===== src/rtl/operand_aligner.sv =====
// Exponent-alignment stage: picks the larger operand and right-shifts the smaller
// significand one bit per cycle, collecting guard/round/sticky bits. Optional: OPERAND_ALIGNER_SUBNORMAL_EN.
module operand_aligner #(
   parameter int EXPONENT_WIDTH = 8,
   parameter int MANTISSA_WIDTH = 23,
   parameter int ROUNDING_BITS  = 3
) (
   input  logic                      clk,
   input  logic                      rst_n,
   input  logic                      in_valid,
   output logic                      in_ready,
   input  logic [EXPONENT_WIDTH-1:0] a_exponent,
   input  logic [MANTISSA_WIDTH-1:0] a_mantissa,
   input  logic [EXPONENT_WIDTH-1:0] b_exponent,
   input  logic [MANTISSA_WIDTH-1:0] b_mantissa,
   output logic                      out_valid,
   input  logic                      out_ready,
   output logic [EXPONENT_WIDTH-1:0] out_exponent,
   output logic [MANTISSA_WIDTH:0]   out_large_mantissa,
   output logic [MANTISSA_WIDTH:0]   out_small_mantissa,
   output logic [ROUNDING_BITS-1:0]  out_rounding_bits,
   output logic                      out_swapped
);

   localparam int SW  = MANTISSA_WIDTH + 1;
   localparam int CAP = SW + ROUNDING_BITS;
   localparam int CW  = ($clog2(CAP + 1) > EXPONENT_WIDTH) ? $clog2(CAP + 1) : EXPONENT_WIDTH;

   typedef enum logic [1:0] {IDLE, SHIFT, DONE} state_t;

   state_t                    state;
   logic [CW-1:0]             count;
   logic [CAP-1:0]            shreg;

   logic [EXPONENT_WIDTH-1:0] a_eff, b_eff, e_large, e_small, diff;
   logic [SW-1:0]             a_sig, b_sig, sig_large, sig_small;
   logic                      a_large;
   logic [CW-1:0]             load_count;

   always_comb begin
`ifdef OPERAND_ALIGNER_SUBNORMAL_EN
      a_eff = (a_exponent == '0) ? EXPONENT_WIDTH'(1) : a_exponent;
      b_eff = (b_exponent == '0) ? EXPONENT_WIDTH'(1) : b_exponent;
      a_sig = {(a_exponent != '0), a_mantissa};
      b_sig = {(b_exponent != '0), b_mantissa};
`else
      a_eff = a_exponent;
      b_eff = b_exponent;
      a_sig = (a_exponent == '0) ? '0 : {1'b1, a_mantissa};
      b_sig = (b_exponent == '0) ? '0 : {1'b1, b_mantissa};
`endif
      // a wins a full tie, so out_swapped stays 0 for identical operands
      a_large    = (a_eff > b_eff) || ((a_eff == b_eff) && (a_sig >= b_sig));
      e_large    = a_large ? a_eff : b_eff;
      e_small    = a_large ? b_eff : a_eff;
      sig_large  = a_large ? a_sig : b_sig;
      sig_small  = a_large ? b_sig : a_sig;
      diff       = e_large - e_small;
      load_count = (CW'(diff) > CW'(CAP)) ? CW'(CAP) : CW'(diff);
   end

   always_ff @(posedge clk or negedge rst_n) begin
      if (!rst_n) begin
         state              <= IDLE;
         count              <= '0;
         shreg              <= '0;
         out_exponent       <= '0;
         out_large_mantissa <= '0;
         out_swapped        <= 1'b0;
      end else begin
         case (state)
            IDLE: begin
               if (in_valid) begin
                  out_exponent       <= e_large;
                  out_large_mantissa <= sig_large;
                  out_swapped        <= ~a_large;
                  shreg              <= {sig_small, {ROUNDING_BITS{1'b0}}};
                  count              <= load_count;
                  state              <= (load_count == '0) ? DONE : SHIFT;
               end
            end
            SHIFT: begin
               // bit 0 is sticky: it absorbs everything shifted past it
               shreg <= {1'b0, shreg[CAP-1:2], shreg[1] | shreg[0]};
               count <= count - CW'(1);
               if (count == CW'(1)) state <= DONE;
            end
            DONE: begin
               if (out_ready) state <= IDLE;
            end
            default: state <= IDLE;
         endcase
      end
   end

   assign in_ready           = (state == IDLE);
   assign out_valid          = (state == DONE);
   assign out_small_mantissa = shreg[CAP-1:ROUNDING_BITS];
   assign out_rounding_bits  = shreg[ROUNDING_BITS-1:0];

endmodule


===== config.mk =====
export PLATFORM = sky130hd
export DESIGN_NAME = operand_aligner
export DESIGN_NICKNAME = d
export VERILOG_FILES = /design/src/rtl/operand_aligner.sv
export SDC_FILE = /design/constraint.sdc
export NUM_CORES = 1
export LEC_CHECK = 0
export ABC_CLOCK_PERIOD_IN_PS = 2700
export CORE_MARGIN = 2
export CORE_UTILIZATION = 49
export CTS_CLUSTER_DIAMETER = 80
export CTS_CLUSTER_SIZE = 25
export DETAILED_ROUTE_END_ITERATION = 6
export GPL_TIMING_DRIVEN = 1
export PLACE_DENSITY = 0.81
export SYNTH_ARGS = -nofsm -noshare
export SYNTH_HDL_FRONTEND = slang
export SYNTH_SLANG_ARGS = --single-unit

===== constraint.sdc =====
create_clock -name clk -period 2.7 [get_ports clk]
set_clock_uncertainty 0.15 [all_clocks]
set_input_delay 0.54 -clock clk [delete_from_list [all_inputs] [get_ports clk]]
set_output_delay 0.54 -clock clk [all_outputs]
set_load 0.03 [all_outputs]

# Yosys cells after proc, flatten, opt, wreduce, memory -nomap -nowiden
# Index checks and enable logic that the tools add are counted.
# totals
reg_bits	70
latchBits	0
ramBits	0
rom_bits	0
inputBits	66
out_inout_bits	62
elab_cells	46
memories	0
# op_classes
n_addsub	2
mul	0
div_mod_pow	0
magnitude_cmp	3
n_eq_ne	7
shift	0
n_mux	16
bitwise_logic	2
n_reduce_logical	10
# ops
cell	n
two-way mux 24 bit	4
one-hot mux 27 bit (2 select lines)	1
two-way mux 8 bit	4
two-way mux 27 bit	1
>= comparator 24 bit	1
zero test 8 bit	3
one-hot mux 8 bit (2 select lines)	1
equality test 8 x 1 -> 1 bit (second input constant)	1
equality test 8 bit	1
> comparator 8 x 5 -> 1 bit (second input constant)	1
> comparator 8 bit	1
two-way mux 2 bit	4
subtractor 8 x 1 -> 8 bit (second input constant)	1
subtractor 8 bit	1
one-hot mux 2 bit (3 select lines)	1
!= test 2 bit (second input constant)	2
AND reduction 2 bit	2
AND reduction 3 bit	1
equality test 2 x 1 -> 1 bit (second input constant)	1
equality test 2 bit (second input constant)	1
zero test 2 bit	1
!= test 2 x 1 -> 1 bit (second input constant)	1
nonzero test 2 bit	1
logical AND 1 bit	1
3 further kinds	3

# Logic depth before layout (Yosys ltp)
# Gate-level depths: netlist (run 1).
# logic_depth
depth_word	13
depth_mapped	19
depth_no_buf	17

# Worst setup path before layout (run 1)
# No wires, ideal clock.
# synth_path
kind	in2reg
from	input a_exponent[0]
to	register count[0]
setup_time_ps	148
arrival_ps	4234
t_required_ps	2402
slack_ps	-1831
cell_stages	19
n_path_buf	2
cell_sequence	nor4_1 > nand2_1 > clkbuf_1 > and2_1 > ha_1 > nand4_1 > nor3_1 > nand3_1 > o211a_1 > nor2_1 > clkbuf_1 > mux2i_1 > ha_1 > nand3_1 > o21ai_1 > a211oi_2 > xnor2_1 > a211oi_4 > a41oi_1
# synth_between
elab_chain_len	11
elab_cells_between_ends	14
classes_between	add/sub: 1; order compare: 3; eq/ne: 1; mux: 6; reduce/logical: 3
# synth_lines
item	line_no	rtl
from (decl)	12	input logic [EXPONENT_WIDTH-1:0] a_exponent,
zero test 8 bit	49	a_sig = (a_exponent == '0) ? '0 : {1'b1, a_mantissa};
two-way mux 24 bit	49	
>= comparator 24 bit	53	a_large = (a_eff > b_eff) || ((a_eff == b_eff) && (a_sig >= b_sig));
logical AND 1 bit	53	
logical OR 1 bit	53	
two-way mux 8 bit, on equally long branches	54, 55	
subtractor 8 bit *	58	diff = e_large - e_small;
> comparator 8 x 5 -> 1 bit	59	load_count = (CW'(diff) > CW'(CAP)) ? CW'(CAP) : CW'(diff);
two-way mux 8 bit *	59	
two-way mux 8 bit *	73	if (in_valid) begin
one-hot mux 8 bit (2 select lines) *	71	case (state)
to (signal assigned)	78	count <= load_count;
to (signal assigned)	85	count <= count - CW'(1);
to (decl)	32	logic [CW-1:0] count;
# Mark *: on every way between the ends. The rest lies on a longest branch, timed or not. The select of a mux whose other input is x is not followed.
# A chain may end at the register's enable or synchronous reset.

# Worst setup path after layout (run 1)
# layout_path
from	input b_exponent[7]
to	register out_large_mantissa[13]
# layout_between
elab_chain_len	6
elab_cells_between_ends	8
classes_between	order compare: 2; eq/ne: 1; mux: 2; reduce/logical: 3
# layout_lines
item	line_no	rtl
from (decl)	14	input logic [EXPONENT_WIDTH-1:0] b_exponent,
zero test 8 bit	50	b_sig = (b_exponent == '0) ? '0 : {1'b1, b_mantissa};
two-way mux 24 bit	50	
>= comparator 24 bit	53	
logical AND 1 bit	53	
logical OR 1 bit	53	
two-way mux 24 bit *	56	sig_large = a_large ? a_sig : b_sig;
to (signal assigned)	75	out_large_mantissa <= sig_large;
to (decl)	19	output logic [MANTISSA_WIDTH:0] out_large_mantissa,
# Mark *: on every way between the ends. The rest lies on a longest branch, timed or not.

==> impl_metrics.tcl, run 1 <==
set metrics [dict create \
    status "complete, but fails checks" \
    violations "DRC, hold timing, setup timing" \
    async_reset_ff_share_pct 100.0 \
    yosys.area.top_type_share_pct 37.31 \
    drv_slew 0 \
    syn-cell-area_sq_um 4695 \
    row_count 35 \
    crit_slowest_cell "a222oi_1" \
    arrival_ns 4.72 \
    die_h_um 101.9 \
    clk_path_buf_depth 2 \
    synth_cells 558 \
    clock_latency_ns 0.36 \
    grt_util_all_layers_pct 40.59 \
    fin_nets 887 \
    grt_max_degree 53 \
    fp.dieArea_sq_um 10380 \
    globalplace.congestion 0.9788 \
    first_pass_iters 7 \
    vias 6618 \
    cap_violations 0 \
    hold_viol 16 \
    path_cells "clkdlybuf4s15_1 > nor4_4 > nand2_8 > buf_4 > nand2_1 > ha_1 > o21ai_0 > o221a_2 > o211a_4 > nor2_4 > buf_6 > buf_12 > buf_4 > and3_4 > buf_12 > a222oi_1 > inv_1" \
    worstSetupEndpointType "flop" \
    synth_edf_count 0 \
    final_util_pct 89.78 \
    slew_headroom_pct 47.45 \
    cts_tree "yes" \
    critPathMaxStageDelay_ns 0.72 \
    ys_ff_latch 70 \
    via_per_inst 7.193 \
    clock-root-buffer "clkbuf_8" \
    routed_wl_um 26680 \
    hold_path_class "in2async" \
    antenna_found_initial 0 \
    fin_hold_ws_ns -0.02060 \
    grt.overflow.total 0 \
    pre_cts_ws_ns -2.137 \
    area_delta_synth_final_pct 77.56 \
    n_fill_cell 363 \
    synth.distinct_cells 59 \
    cts_buffers 9 \
    regArea_sq_um 1752 \
    ys_warn_count 0 \
    drive_gt1_share_pct 35.52 \
    p_leak_nw 3.682 \
    syn-num-nets 659 \
    clk_pin_slew_ns 0.10 \
    drt_iter0_drc 1159 \
    synthTopCellsByArea "dfrtp_1, ha_1, o21ai_0, a222oi_1, nand2_1" \
    drc 44 \
    design.core.area_sq_um 9284 \
    ir_worst_vdd_mv 0.7441 \
    fmax_mhz 216.1 \
    hpwlAfterDp_um 11930 \
    detail-route-antenna-nets 0 \
    htreeDepth 3 \
    start_util_pct 50.57 \
    crit_fanout 19 \
    worst_pin_slew_ns 0.7882 \
    yosysSeqAreaShare_pct 37.31 \
    clkSinkCount 70 \
    post-route-period-util_pct 171.4 \
    diodes 0 \
    fin_cells 920 \
    critPathKind "in2reg" \
    p_total_mw 7.836 \
    crit_buf_inv 7 \
    fin_ws_ns -1.927 \
    io_pins 128 \
    final_common_cell "clkdlybuf4s50_1" \
    ys.flop_type "dfrtp_1" \
    first_global_vias 6079 \
    fin_area_sq_um 8335 \
    setup_viol 64 \
    crit_path_start_kind "input port" \
    cp_top_family "compound AO/OA/AOI/OAI gates" \
    numPortBuffers 127 \
    p_per_area_nw_per_um2 940.0 \
    dieWidth_um 101.9 \
    synth_area_per_cell_sq_um 8.413 \
    cts_hold_buf 0 \
    final_cell_mix "clkdlybuf4s50_1, buf_4, dfrtp_1" \
    rsz0062_at_grt "true" \
    grt_pass1_wl_um 32330 \
    dpl-instance-area_sq_um 6870 \
    multi_input_area_sq_um 3472 \
    yosysTopAreaCell "dfrtp_1" \
    place_inst 867 \
    period_minus_slack_ns 4.627 \
    drt-wirelength-per-cell_um 29.00 \
    crit_required_ns 2.79 \
]
[worst paths after layout]
check                         startpoint                endpoint  slack, ns  depth (start not counted)
max in group asynchronous          rst_n               shreg[25]       1.74                          2
min in group clk           b_exponent[6]         out_exponent[6]       0.32                          3
max reg2reg                     state[1]  out_large_mantissa[13]       0.47                          5
min reg2reg                     shreg[0]                shreg[0]       0.35                          2
min                                rst_n         out_exponent[1]      -0.02                          1
max                        b_exponent[7]  out_large_mantissa[13]      -1.93                         17
[worst register-to-register path, cell delays in order (launching register included)]
cell,delay [ns]
dfrtp_1,0.45
nor2_1,0.33
nand2_2,0.15
buf_4,0.26
a222oi_1,0.68
inv_1,0.09
[registers in the layout, summed over array words and instances, names as in the netlist]
register	flops
shreg	27
out_exponent	8
count	8
out_large_mantissa	24
state	2
out_swapped	1
[kinds of logic after synthesis]
group                      after synthesis  share of synthesized area, %
muxes                                    4                        0.8529
DFF                                     70                         37.31
adders and majority gates               35                         9.328
buffers and inverters                   71                         5.863
and+or+nand+nor                        186                         18.50
xor gates and xnor gates                 7                         1.306
AOI/OAI and AO/OA                      185                         26.84
[synthesized netlist by cell type (2+ instances only)]
cell type and n:
o211ai_1 3, a222oi_1 23, and2_1 25, a22oi_1 20, a32o_1 2, ha_1 35, inv_1 38, or3_1 2
o21ai_1 3, o21ai_0 47, a22o_1 3, nand2_1 61, nor2_1 55, nor3_1 9, o21a_1 4, a21oi_1 44
clkbuf_1 30, and3_1 2, xor2_1 3, xnor2_1 4, a211oi_1 2, mux2i_1 4, nand4_1 4, nand2b_1 4
nand3_1 4, o22ai_1 3, a21o_1 2, nor4_1 8, nor2b_1 5, o21bai_1 2, dfrtp_1 70, a31oi_1 10
[report_power, final]
group / leakage [nW] / internal (mW) / switching, mW
Sequential: 0.859 / 1.53 / 0.448
Combinational: 2.68 / 1.87 / 2.74
Clock: 0.140 / 0.760 / 0.485
[what timing repair did]
action	in CTS	in global routing
gates resized for setup	129	114
buffers inserted	17	11
setup endpoints to repair	64	64
pin swaps	36	49
gates cloned	8	2
[stage by stage]
step | setup TNS [ns] | hold WS [ns]
CTS | -51.67 | 0.003196
detailed placement | -103.64 | 0.3236
floorplan | -39.45 | 0.09441
global route | -92.82 | 0.02184
finish | -92.02 | -0.02060
global placement | -94.68 | 0.3209
[cell type report]
cell class                      count  area share [%]
Multi-Input combinational cell    417           41.65
Inverter                           38           1.741
Clock inverter                      5           1.546
Tap cell                          129           1.936
Sequential cell                    70           21.01
Clock buffer                       11           1.816
Timing Repair Buffer              250           30.29
[per-layer routing]
layer	up-vias	GRT usage, %	wire length [um]
met2	788	65.74	11450
met5	-	0	45
met1	3009	49.22	8468
met3	316	9.166	3699
li1	2503	-	-
met4	2	25.03	3014
(Power assumes the default switching activity.)
==> run 2: changes to the inputs <==
- REMOVE_ABC_BUFFERS: unset -> 1
==> impl_metrics.tcl, run 2 (synthesis results as in run 1) <==
set metrics [dict create \
    status "complete, but fails checks" \
    violations "DRC, setup timing" \
    p_leak_nw 3.657 \
    setup-tns-final_ns -95.08 \
    routed_wl_um 26250 \
    worstSetupEndpointType "flop" \
    cap_violations 0 \
    globalplace.congestion 0.9484 \
    detail-route-antenna-nets 0 \
    first_pass_iters 7 \
    critPathKind "in2reg" \
    rsz0062_at_grt "true" \
    final_common_cell "clkdlybuf4s50_1" \
    power_frac_clock_pct 12.6 \
    drv_slew 0 \
    clkSinkCount 70 \
    drt_iter0_drc 1037 \
    reg2reg_slack_ns 0.47 \
    regToRegEndpoint "out_large_mantissa[18]" \
    grt_util_all_layers_pct 38.91 \
    hpwlAfterDp_um 11730 \
    power.switching_mw 3.837 \
    p_total_mw 7.740 \
    crit_fanout 8 \
    hold_viol 0 \
    fp.dieArea_sq_um 10380 \
    ir_worst_vdd_mv 0.7017 \
    cts_hold_buf 0 \
    dieWidth_um 101.9 \
    grt_max_degree 71 \
    hold_path_class "in2async" \
    pre_cts_ws_ns -2.276 \
    slew_headroom_pct 36.80 \
    numPortBuffers 127 \
    p_comb_share_pct 61.5 \
    fin_nets 889 \
    crit_path_start_kind "input port" \
    drive_gt1_share_pct 39.22 \
    r2r-start "state[1]" \
    first_global_vias 5973 \
    setup_viol 64 \
    grt_pass1_wl_um 30950 \
    crit_required_ns 2.86 \
    htreeDepth 3 \
    largest-register "shreg" \
    top_regs "shreg: 27 flops, out_large_mantissa: 24 flops" \
    design.core.area_sq_um 9284 \
    worst_pin_slew_ns 0.9479 \
    diodes 0 \
    fin_hold_ws_ns 0.1569 \
    fmax_mhz 214.4 \
    antenna_found_initial 0 \
    intPower_mw 3.903 \
    die_h_um 101.9 \
    vias 6580 \
    area_delta_synth_final_pct 78.46 \
    period_minus_slack_ns 4.665 \
    start_util_pct 50.57 \
    final_cell_mix "clkdlybuf4s50_1, buf_4, dfrtp_1" \
    drt-wirelength-per-cell_um 28.47 \
    grt.overflow.total 0 \
    fin_ws_ns -1.965 \
    cts_buffers 9 \
    clk_pin_slew_ns 0.10 \
    post-route-period-util_pct 172.8 \
    clock-root-buffer "clkbuf_8" \
    drc 71 \
    rr_worst_depth 6 \
    io_pins 128 \
    arrival_ns 4.82 \
    clock_latency_ns 0.38 \
    cts_tree "yes" \
    power_switching_share_pct 49.57 \
    pwr-share-seq_pct 25.9 \
    row_count 35 \
    largest_reg_flops 27 \
    clk_path_buf_depth 2 \
    via_per_inst 7.137 \
    p_per_area_nw_per_um2 923.9 \
    n_fill_cell 365 \
]
==> run 2: cell types whose count changed in the layout (fill, tap and decap cells not counted), moves of 4 or more <==
cell / delta
nor2_1: -13
a21oi_1: -4
ha_4: +4
nor2_4: +14
buf_2: +6
buf_6: +7
a21oi_2: +5
buf_4: -5
==> run 2: worst max path at each step <==
stage | start | end | slack [ns]
3_5_place_dp | a_exponent[1] | count[0] | -2.28
5_1_grt | a_exponent[6] | count[2] | -1.95
4_1_cts | a_exponent[0] | count[2] | -1.23
2_1_floorplan | a_exponent[0] | count[0] | -1.94
3_3_place_gp | a_exponent[1] | count[0] | -2.20
6_report | a_exponent[0] | count[2] | -1.97
==> run 2: cell type report <==
class                   count  area (sq um)  area share [%]
multi-input cells         417          3628           43.31
clock buffers              10         137.6           1.643
inverters                  38         142.6           1.703
well taps                 129         161.4           1.927
clock inverters             6         68.82          0.8214
repair buffers            252          2487           29.69
flip-flops and latches     70          1752           20.91
==> run 2: power groups by stage <==
| stage | clock [mW] | combinational [mW] | sequential [mW] |
|---|---|---|---|
| 6_report | 0.974 | 4.76 | 2.01 |
| 5_1_grt | 0.994 | 4.90 | 2.02 |
| 4_1_cts | 0.917 | 4.05 | 1.91 |
| 3_5_place_dp | 0 | 3.77 | 1.91 |
| 3_3_place_gp | 0 | 3.68 | 1.89 |
| 2_1_floorplan | 0 | 1.28 | 2.67 |
==> run 2: timing repair <==
item / in CTS / in global routing
gates cloned: 6 / 6
gates resized for setup: 223 / 107
endpoints found under the setup margin: 64 / 64
buffers inserted: 17 / 11
pin swaps: 60 / 40
==> run 2: metal layers <==
metal	global-route usage (%)	vias to the layer above	part of all wire [%]
met2	64.93	741	44
met3	9.508	299	14
met1	46.92	3044	32
met4	19.79	0	10
met5	0	-	0
li1	-	2496	-
==> run 2: worst max-delay path: stages <==
cell      delay, ns
buf_8          0.10
nor4_4         0.28
nand2_1        0.12
buf_6          0.18
buf_6          0.15
and2_4         0.15
ha_4           0.29
a21oi_2        0.08
o211ai_1       0.60
nand3_2        0.23
buf_6          0.18
o211ai_1       0.31
nand2_2        0.24
buf_6          0.19
buf_12         0.15
o21ai_2        0.18
a211oi_2       0.11
xnor2_2        0.17
a211oi_4       0.24
buf_6          0.16
a41o_1         0.17
==> run 2: stage by stage <==
stage               area (sq um)  instances  utilization, %
CTS                         7802        908           84.04
floorplan                   4562        525               -
finish                      8378        922           90.24
detailed placement          6715        871           72.33
global route                8378        922           90.24
global placement            6715        871           72.33
